===== config.mk =====
export PLATFORM = sky130hd
export DESIGN_NAME = rdc_reset_sequencer
export DESIGN_NICKNAME = d
export VERILOG_FILES = /design/src/rtl/rdc_reset_sequencer_pkg.sv /design/src/rtl/rdc_reset_sequencer_phase_timer.sv /design/src/rtl/rdc_reset_sequencer.sv
export SDC_FILE = /design/constraint.sdc
export NUM_CORES = 1
export LEC_CHECK = 0
export CORE_MARGIN = 5
export CORE_UTILIZATION = 50
export CTS_BUF_LIST = sky130_fd_sc_hd__clkbuf_8
export CTS_CLUSTER_DIAMETER = 100
export DETAILED_ROUTE_END_ITERATION = 6
export PLACE_DENSITY = 0.69
export SYNTH_ARGS = -nofsm -noshare
export SYNTH_HDL_FRONTEND = slang
export SYNTH_SLANG_ARGS = --single-unit

===== constraint.sdc =====
create_clock -name i_clk -period 5.7 [get_ports i_clk]
set_clock_uncertainty 0.15 [all_clocks]
set_input_delay 0.57 -clock i_clk [delete_from_list [all_inputs] [get_ports i_clk]]
set_output_delay 0.57 -clock i_clk [all_outputs]
set_load 0.01 [all_outputs]

===== src/rtl/rdc_reset_sequencer_pkg.sv =====
// Shared definitions for the RDC reset sequencer: state encoding,
// default timing constants and the phase-timer width helper.
package rdc_reset_sequencer_pkg;

  typedef enum logic [2:0] {
    ST_IDLE,
    ST_ISO,
    ST_ASSERT_B,
    ST_ASSERT_A,
    ST_HOLD,
    ST_RELEASE_A,
    ST_RELEASE_B,
    ST_UNISO
  } seq_state_e;

  localparam int unsigned DEFAULT_GAP_CYCLES  = 2;
  localparam int unsigned DEFAULT_HOLD_CYCLES = 4;

  // Width of a down-counter able to hold the longer of the two phase lengths.
  function automatic int unsigned phase_count_width(input int unsigned gap,
                                                    input int unsigned hold);
    int unsigned longest;
    longest = (gap > hold) ? gap : hold;
    return $clog2(longest + 1);
  endfunction

endpackage


===== src/rtl/rdc_reset_sequencer_phase_timer.sv =====
// rdc_phase_timer: loadable down-counter with a zero flag. A load of N
// makes the flag rise N cycles later; the count then rests at zero.
module rdc_phase_timer #(
  parameter int unsigned WIDTH = 2
) (
  input  logic             i_clk,
  input  logic             i_load,
  input  logic [WIDTH-1:0] i_value,
  output logic             o_zero
);

  logic [WIDTH-1:0] count_q;

  // Reload on request, otherwise count down and stop at zero.
  always_ff @(posedge i_clk) begin
    if (i_load) begin
      count_q <= i_value;
    end else if (count_q != '0) begin
      count_q <= count_q - 1'b1;
    end
  end

  assign o_zero = (count_q == '0);

endmodule


===== src/rtl/rdc_reset_sequencer.sv =====
// rdc_reset_sequencer: orders reset and isolation edges between a source
// domain A and a destination domain B so that B is held in reset (and, with
// RDC_RST_SEQ_ISO_EN defined, the A->B path is clamped) whenever A enters or
// leaves reset. Without RDC_RST_SEQ_ISO_EN the ISO/UNISO phases are skipped
// and o_iso_b stays 0.
//
// Timing notes:
//  - Every phase lasts GAP_CYCLES except HOLD. After an assert phase, HOLD is
//    shortened so the reset stays low HOLD_CYCLES in total (at least one HOLD
//    cycle is always kept, so the low time is never below GAP_CYCLES + 1).
//    Coming out of i_rst, HOLD runs its full HOLD_CYCLES.
//  - IDLE ignores requests in the cycle it is entered (the o_done cycle), so
//    held or pending requests start one cycle after o_done.
module rdc_reset_sequencer
  import rdc_reset_sequencer_pkg::*;
#(
  parameter int unsigned GAP_CYCLES  = DEFAULT_GAP_CYCLES,
  parameter int unsigned HOLD_CYCLES = DEFAULT_HOLD_CYCLES
) (
  input  logic i_clk,
  input  logic i_rst,
  input  logic i_req_a,
  input  logic i_req_b,
  output logic o_rst_a,
  output logic o_rst_b,
  output logic o_iso_b,
  output logic o_busy,
  output logic o_done
);

`ifdef RDC_RST_SEQ_ISO_EN
  localparam bit ISO_EN = 1'b1;
`else
  localparam bit ISO_EN = 1'b0;
`endif

  localparam int unsigned CNT_W = phase_count_width(GAP_CYCLES, HOLD_CYCLES);
  localparam int unsigned HOLD_AFTER_ASSERT =
    (HOLD_CYCLES > GAP_CYCLES) ? (HOLD_CYCLES - GAP_CYCLES) : 1;

  localparam logic [CNT_W-1:0] GAP_LOAD        = CNT_W'(GAP_CYCLES - 1);
  localparam logic [CNT_W-1:0] HOLD_LOAD       = CNT_W'(HOLD_CYCLES - 1);
  localparam logic [CNT_W-1:0] HOLD_SHORT_LOAD = CNT_W'(HOLD_AFTER_ASSERT - 1);
  localparam logic [CNT_W-1:0] IDLE_LOAD       = CNT_W'(1);

  seq_state_e       state_q, state_d;
  logic             seq_a_q, seq_a_d;
  logic             pending_q, pending_d;
  logic             timer_load;
  logic [CNT_W-1:0] timer_value;
  logic             timer_zero;
  logic             rst_a_d, rst_b_d, iso_d, busy_d, done_d;

  rdc_phase_timer #(
    .WIDTH (CNT_W)
  ) u_timer (
    .i_clk   (i_clk),
    .i_load  (timer_load),
    .i_value (timer_value),
    .o_zero  (timer_zero)
  );

  // State, sequence type, pending flag and all outputs are registered here;
  // reset parks the sequencer in HOLD of an A sequence.
  always_ff @(posedge i_clk) begin
    if (!i_rst) begin
      state_q   <= ST_HOLD;
      seq_a_q   <= 1'b1;
      pending_q <= 1'b0;
      o_rst_a   <= 1'b0;
      o_rst_b   <= 1'b0;
      o_iso_b   <= ISO_EN;
      o_busy    <= 1'b1;
      o_done    <= 1'b0;
    end else begin
      state_q   <= state_d;
      seq_a_q   <= seq_a_d;
      pending_q <= pending_d;
      o_rst_a   <= rst_a_d;
      o_rst_b   <= rst_b_d;
      o_iso_b   <= iso_d;
      o_busy    <= busy_d;
      o_done    <= done_d;
    end
  end

  // Next-state, timer reload and next-output decode; outputs follow the
  // state being entered so every edge lands on its state's first cycle.
  always_comb begin
    state_d     = state_q;
    seq_a_d     = seq_a_q;
    pending_d   = pending_q;
    timer_load  = 1'b0;
    timer_value = '0;

    if (!i_rst) begin
      timer_load  = 1'b1;
      timer_value = HOLD_LOAD;
    end else begin
      if ((state_q != ST_IDLE) && !seq_a_q && i_req_a) begin
        pending_d = 1'b1;
      end

      case (state_q)
        ST_IDLE: begin
          if (timer_zero && (i_req_a || pending_q)) begin
            seq_a_d   = 1'b1;
            pending_d = 1'b0;
            state_d   = ISO_EN ? ST_ISO : ST_ASSERT_B;
          end else if (timer_zero && i_req_b) begin
            seq_a_d = 1'b0;
            state_d = ST_ASSERT_B;
          end
        end
        ST_ISO:       if (timer_zero) state_d = ST_ASSERT_B;
        ST_ASSERT_B:  if (timer_zero) state_d = seq_a_q ? ST_ASSERT_A : ST_HOLD;
        ST_ASSERT_A:  if (timer_zero) state_d = ST_HOLD;
        ST_HOLD:      if (timer_zero) state_d = seq_a_q ? ST_RELEASE_A : ST_RELEASE_B;
        ST_RELEASE_A: if (timer_zero) state_d = ST_RELEASE_B;
        ST_RELEASE_B: begin
          if (timer_zero) begin
            state_d = (seq_a_q && ISO_EN) ? ST_UNISO : ST_IDLE;
          end
        end
        ST_UNISO:     if (timer_zero) state_d = ST_IDLE;
        default:      state_d = ST_IDLE;
      endcase

      if (state_d != state_q) begin
        timer_load = 1'b1;
        case (state_d)
          ST_IDLE: timer_value = IDLE_LOAD;
          ST_HOLD: timer_value = HOLD_SHORT_LOAD;
          default: timer_value = GAP_LOAD;
        endcase
      end
    end

    rst_a_d = !(seq_a_d && (state_d inside {ST_ASSERT_A, ST_HOLD}));
    rst_b_d = !((state_d inside {ST_ASSERT_B, ST_HOLD}) ||
                (seq_a_d && (state_d inside {ST_ASSERT_A, ST_RELEASE_A})));
    iso_d   = ISO_EN && seq_a_d &&
              (state_d inside {ST_ISO, ST_ASSERT_B, ST_ASSERT_A, ST_HOLD,
                               ST_RELEASE_A, ST_RELEASE_B});
    busy_d  = (state_d != ST_IDLE);
    done_d  = (state_d == ST_IDLE) && (state_q != ST_IDLE);
  end

endmodule


-- Word level (Yosys, flattened, before mapping)
Index checks and enable logic that the tools add are counted.
- bits in registers: 12
- latch bits: 0
- memory bits (writable): 0
- memory bits (read-only): 0
- bits of input ports: 4
- output and inout port bits: 5
- memories kept: 0
- $add $sub $neg: 1
- $mul: 0
- div/mod/pow operators: 0
- $lt $le $gt $ge: 0
- equality and inequality tests: 12
- shifts and indexed selects: 0
- muxes and demuxes: 26
- bitwise operators: 0
- reduce and logical (&&, ||, !) cells: 23
- operators by type and width (operator ; number):
    $mux 3 ; 13
    $pmux 3 s7 ; 1
    $eq 3x3->1 const B ; 6
    $eq 3x2->1 const B ; 4
    $mux 1 ; 10
    $logic_not 3->1 ; 3
    $reduce_bool 3->1 ; 3
    $reduce_bool 2->1 ; 4
    $logic_and 1x1->1 ; 7
    $mux 2 ; 2
    $eq 3x1->1 const B ; 1
    $logic_not 1->1 ; 3
    $ne 3x3->1 ; 1
    $sub 3x1->3 const B ; 1
    $logic_or 1x1->1 ; 2
    $reduce_or 2->1 ; 1

-- Longest topological paths before layout
- word-level depth: 12
- gate-level depth with buffers: 7
- gate-level depth less buffers: 7

-- Hierarchy
Synthesis repeated with hierarchy kept, for this count alone.
- cell total of the unflattened synthesis: 78
- area total of the unflattened synthesis: 664.4 µm²
- by module, submodules not included (module ; instances ; cells an instance ; area an instance (µm²) ; sequential area each (µm²)):
    rdc_reset_sequencer ; 1 ; 62 ; 489.2 ; 180.2
    rdc_phase_timer ; 1 ; 16 ; 175.2 ; 90.1

-- Worst setup path before layout
OpenSTA, ideal clock, no wires.
- path type: register to register
- from: register u_timer.count_q[0]
- to: register o_rst_a
- library setup time: 0.120 ns
- data arrival time: 1.575 ns
- setup slack: 3.855 ns
- stages on the path, launching flop included: 8
- path buffers: 0
- period minus slack after synthesis: 1.845 ns
- cells stage by stage: edfxtp_1 -> inv_1 -> ha_1 -> nand2b_4 -> or4_4 -> nand3_2 -> mux2i_1 -> a21boi_1
- word-level cells in the longest chain between the ends: 11
- ends and longest elaborated chain (item ; line ; RTL):
    start: declaration ; rdc_reset_sequencer_phase_timer.sv:12 ; logic [WIDTH-1:0] count_q;
    start signal: assignment ; rdc_reset_sequencer_phase_timer.sv:17 ; count_q <= i_value;
    start signal: assignment ; rdc_reset_sequencer_phase_timer.sv:19 ; count_q <= count_q - 1'b1;
    $logic_not 3->1 * ; rdc_reset_sequencer_phase_timer.sv:23 ; assign o_zero = (count_q == '0);
    $logic_and 1x1->1 ; rdc_reset_sequencer.sv:110 ; end else if (timer_zero && i_req_b) begin
    $mux 3 ; rdc_reset_sequencer.sv:110 ;
    $mux 3 ; rdc_reset_sequencer.sv:106 ; if (timer_zero && (i_req_a || pending_q)) begin
    $pmux 3 s7 ; rdc_reset_sequencer.sv:104 ; case (state_q)
    $mux 3 (2 in series) ; rdc_reset_sequencer.sv:96 ; if (!i_rst) begin
    $eq 3x2->1 or $eq 3x3->1 (tied branches) ; rdc_reset_sequencer.sv:139 ; rst_a_d = !(seq_a_d && (state_d inside {ST_ASSERT_A, ST_HOLD}));
    $reduce_bool 2->1 ; rdc_reset_sequencer.sv:139 ;
    $logic_and 1x1->1 * ; rdc_reset_sequencer.sv:139 ;
    $logic_not 1->1 * ; rdc_reset_sequencer.sv:139 ;
    end signal: assignment ; rdc_reset_sequencer.sv:79 ; o_rst_a <= rst_a_d;
    end: declaration ; rdc_reset_sequencer.sv:24 ; output logic o_rst_a,
Mark *: on every way between the ends. The rest lies on a longest branch, timed or not. The select of a mux whose other input is x is not followed.
A chain may end at the register's enable or synchronous reset.

-- Final worst setup path
- from: input i_rst
- to: register o_rst_a
- word-level cells in the longest chain between the ends: 5
- ends and longest elaborated chain (item ; line ; RTL):
    start: declaration ; rdc_reset_sequencer.sv:21 ; input logic i_rst,
    $mux 3 ; rdc_reset_sequencer.sv:96 ;
    $eq 3x2->1 or $eq 3x3->1 (tied branches) ; rdc_reset_sequencer.sv:139 ;
    $reduce_bool 2->1 ; rdc_reset_sequencer.sv:139 ;
    $logic_and 1x1->1 ; rdc_reset_sequencer.sv:139 ;
    $logic_not 1->1 ; rdc_reset_sequencer.sv:139 ;
Parallel ways exist; a longest one is shown, timed or not.

==> metrics.md <==
| Metric | Value |
|---|---|
| Global-route wire length before repair | ~2.2 mm |
| Core area | between 1000 and 1500 um2 |
| CP max stage delay | ~0.7 ns |
| Yosys reg bits | 12 |
| Grt total ovfl | 0 |
| Worst skew pair latency | roughly 0.24 ns |
| Setup WS pre-CTS | around 3.4 ns |
| Gp weighted congestion | between 0.7 and 0.8 |
| Routed WL | around 1.2 mm |
| Max_cap viols | 0 |
| Distinct cells, synth | 34 |
| Clock Sinks | 12 |
| Tmin final | around 2.1 ns |
| Most frequent cell after synthesis | dfxtp_1 |
| Layout cell share with drive strength beyond 1 | under 10% |
| Setup TNS | 0 ns |
| Row count | 13 |
| Most used DFF post-synth | dfxtp_1 |
| CTS Hold Buffers Added | 0 |
| Antenna-violating nets left | 0 |
| Initial detailed-routing violation count | 3 |
| Initial antenna violation count | 0 |
| Ports | 9 |
| Worst-path fanout max | 13 |
| Worst min-delay path class | flop to flop |
| Clock transition at path regs | 0.05 ns |
| Post-CTS sizing | 0 |
| Via density | about 5.4 |
| ANT cells | 0 |
| Postcts setup bufs | 0 |
| Area leader, netlist | dfxtp_1 |
| CP Capture Type | flop |
| Slowest-stage cell, CP | clkdlybuf4s50_1 |
| Syn avg cell area | approximately 8.9 um2 |
| Static Leakage | between 0.3 and 0.4 nW |
| Final hold vios | 0 |
| Largest net degree at the start of global routing | 14 |
| Number of global-route vias before repair | 500 |
| Synth warnings | 0 |
| Worst setup path class | primary input to flop |
| CP arrival | 2.05 ns |
| Req. time, crit path | between 5 and 6 ns |
| Top post-synthesis cells by area | dfxtp_1, edfxtp_1, nor2b_1, nand2_1, xor2_1 |
| Post-DR wirelength/cell | around 12 um |
| Slack of the critical path | around 3.6 ns |
| CTS root buffer | clkbuf_8 |
| Final Util | 61.3% |
| Unrepaired setup endpoints after global routing | false |
| PortBufs | 7 |
| Top cell type's share of synthesized area | a little over a quarter |
| EDFF count, synth | 3 |
| Post-Syn Area | slightly below 700 um2 |
| Post-synth top cells | dfxtp_1, nand2_1, inv_1, nor2b_1 |
| Pwr Density | 277 nW/um2 |
| Die Y | about 47 um |
| Asr flop ratio synth | 0% |
| Syn nets | 83 |
| Sequential share of the synthesized area | approximately two fifths |
| Total CTS buffers | 3 |
| Total Nets Final | between 90 and 100 |
| Drt first pass iters | 4 |
| Cells after DPL | between 90 and 100 |
| CTS tree | done |
| Final period util | 36.3% |
| CP Cell Sequence | clkdlybuf4s50_1 -> a32oi_1 -> or3_1 -> mux2i_1 -> a21boi_1 |
| Die Area | 2210 um2 |
| Vias | roughly 530 |
| CP Launch Type | primary input |
| Post-DP HPWL | 926 um |
| Max clock buf depth | 2 |
| Post-Syn Instances | 77 |
| Max frequency | roughly 480 MHz |
| Die width | between 40 and 50 um |
| Cell Count, Final, Fillers Out | 99 |
| Initial Util | a little over half |
| Max VDD drop | around 0.15 mV |
| All-Layer GR Usage | 14.1% |
| Max Slew Vio Count | 0 |
| # setup viols final | 0 |
| Area grow syn2layout | 16.5% |
| DRC viols | 0 |
| Pwr Total | roughly 0.22 mW |
| Filler instances | ~120 |
| Status | completed |
| H-tree levels | 1 |
## final timing paths
kind,cells past startpoint,slack (ns),to,start
worst max-delay path,5,3.63,o_rst_a,i_rst
worst min-delay path,1,0.41,u_timer.count_q[0],u_timer.count_q[0]
worst max register to register,7,3.63,o_rst_a,u_timer.count_q[0]
worst min register to register,1,0.41,u_timer.count_q[0],u_timer.count_q[0]
## placed cells by master (no fill, tap or decap)
cell type	n
a21boi_0	1
a21boi_1	1
a21oi_1	3
a22oi_1	1
a32oi_1	1
and2_1	3
and2_2	1
and3_1	1
and4bb_2	1
clkbuf_8	3
clkdlybuf4s50_1	7
conb_1	1
dfxtp_1	9
edfxtp_1	3
ha_1	2
inv_1	6
mux2i_1	1
nand2_1	8
nand2b_4	1
nand3_1	3
nand3_2	1
nand3b_1	2
nor2_1	2
nor2b_1	5
nor3_1	3
o211a_1	1
o211ai_1	3
o21ai_0	3
o2bb2ai_1	1
or3_1	2
or4_4	1
xor2_1	3
## metal layers
layer / routed length (um) / up-vias / GRT usage (%) / share of wire (%)
met5: 0 / - / 0 / 0
met4: 17 / 0 / 6.63 / 1.4
met3: 58 / 2 / 4.21 / 4.7
met2: 510 / 6 / 19.2 / 42
met1: 636 / 244 / 20.0 / 52
li1: - / 281 / - / -
## report_power, final
part           switching (mW)  internal (mW)  leakage, nW
Combinational          0.0192         0.0186        0.207
Sequential            0.00764         0.0972        0.104
Clock                  0.0308         0.0474       0.0269
## flip-flops by register name, summed over array words and instances, names as in the netlist
signal           count
o_busy               1
o_done               1
o_rst_a              1
o_rst_b              1
pending_q            1
seq_a_q              1
state_q              3
u_timer.count_q      3
## critical path: cells and delay by family
| family | cells | cell delay, ns |
|---|---|---|
| AND/OR/NAND/NOR | 1 | 0.34 |
| AO/OA/AOI/OAI | 2 | 0.28 |
| multiplexers | 1 | 0.15 |
| buffers and inverters | 1 | 0.72 |
## per-stage QoR
| stage | instance area [um2] | hold WS (ns) |
|---|---|---|
| finish | 797 | 0.414 |
| global route | 797 | 0.461 |
| detailed placement | 752 | 0.411 |
| floorplan | 684 | 0.372 |
| global placement | 752 | 0.387 |
| CTS | 797 | 0.422 |
## area by class of cell
class	instances	area [um2]	area share [%]
clock buffers	3	41.3	5.18
clock inverters	1	3.75	0.471
inverters	5	18.8	2.35
multi-input cells	56	374	46.9
flip-flops and latches	12	270	33.9
well taps	15	18.8	2.35
repair buffers	7	70.1	8.79
## logic make-up (layout without fill, tap and decap cells)
logic type / after synthesis / in the layout / synth area share (%)
simple gates: 34 / 34 / 30.2
compound gates: 15 / 15 / 15.0
flops: 12 / 12 / 39.5
buf+inv: 9 / 16 / 5.85
xor+xnor: 3 / 3 / 3.84
fa+ha+maj: 2 / 2 / 3.66
other cells: 1 / 1 / 0.548
mux: 1 / 1 / 1.46
No activity file was read; power rests on OpenSTA's default activity.
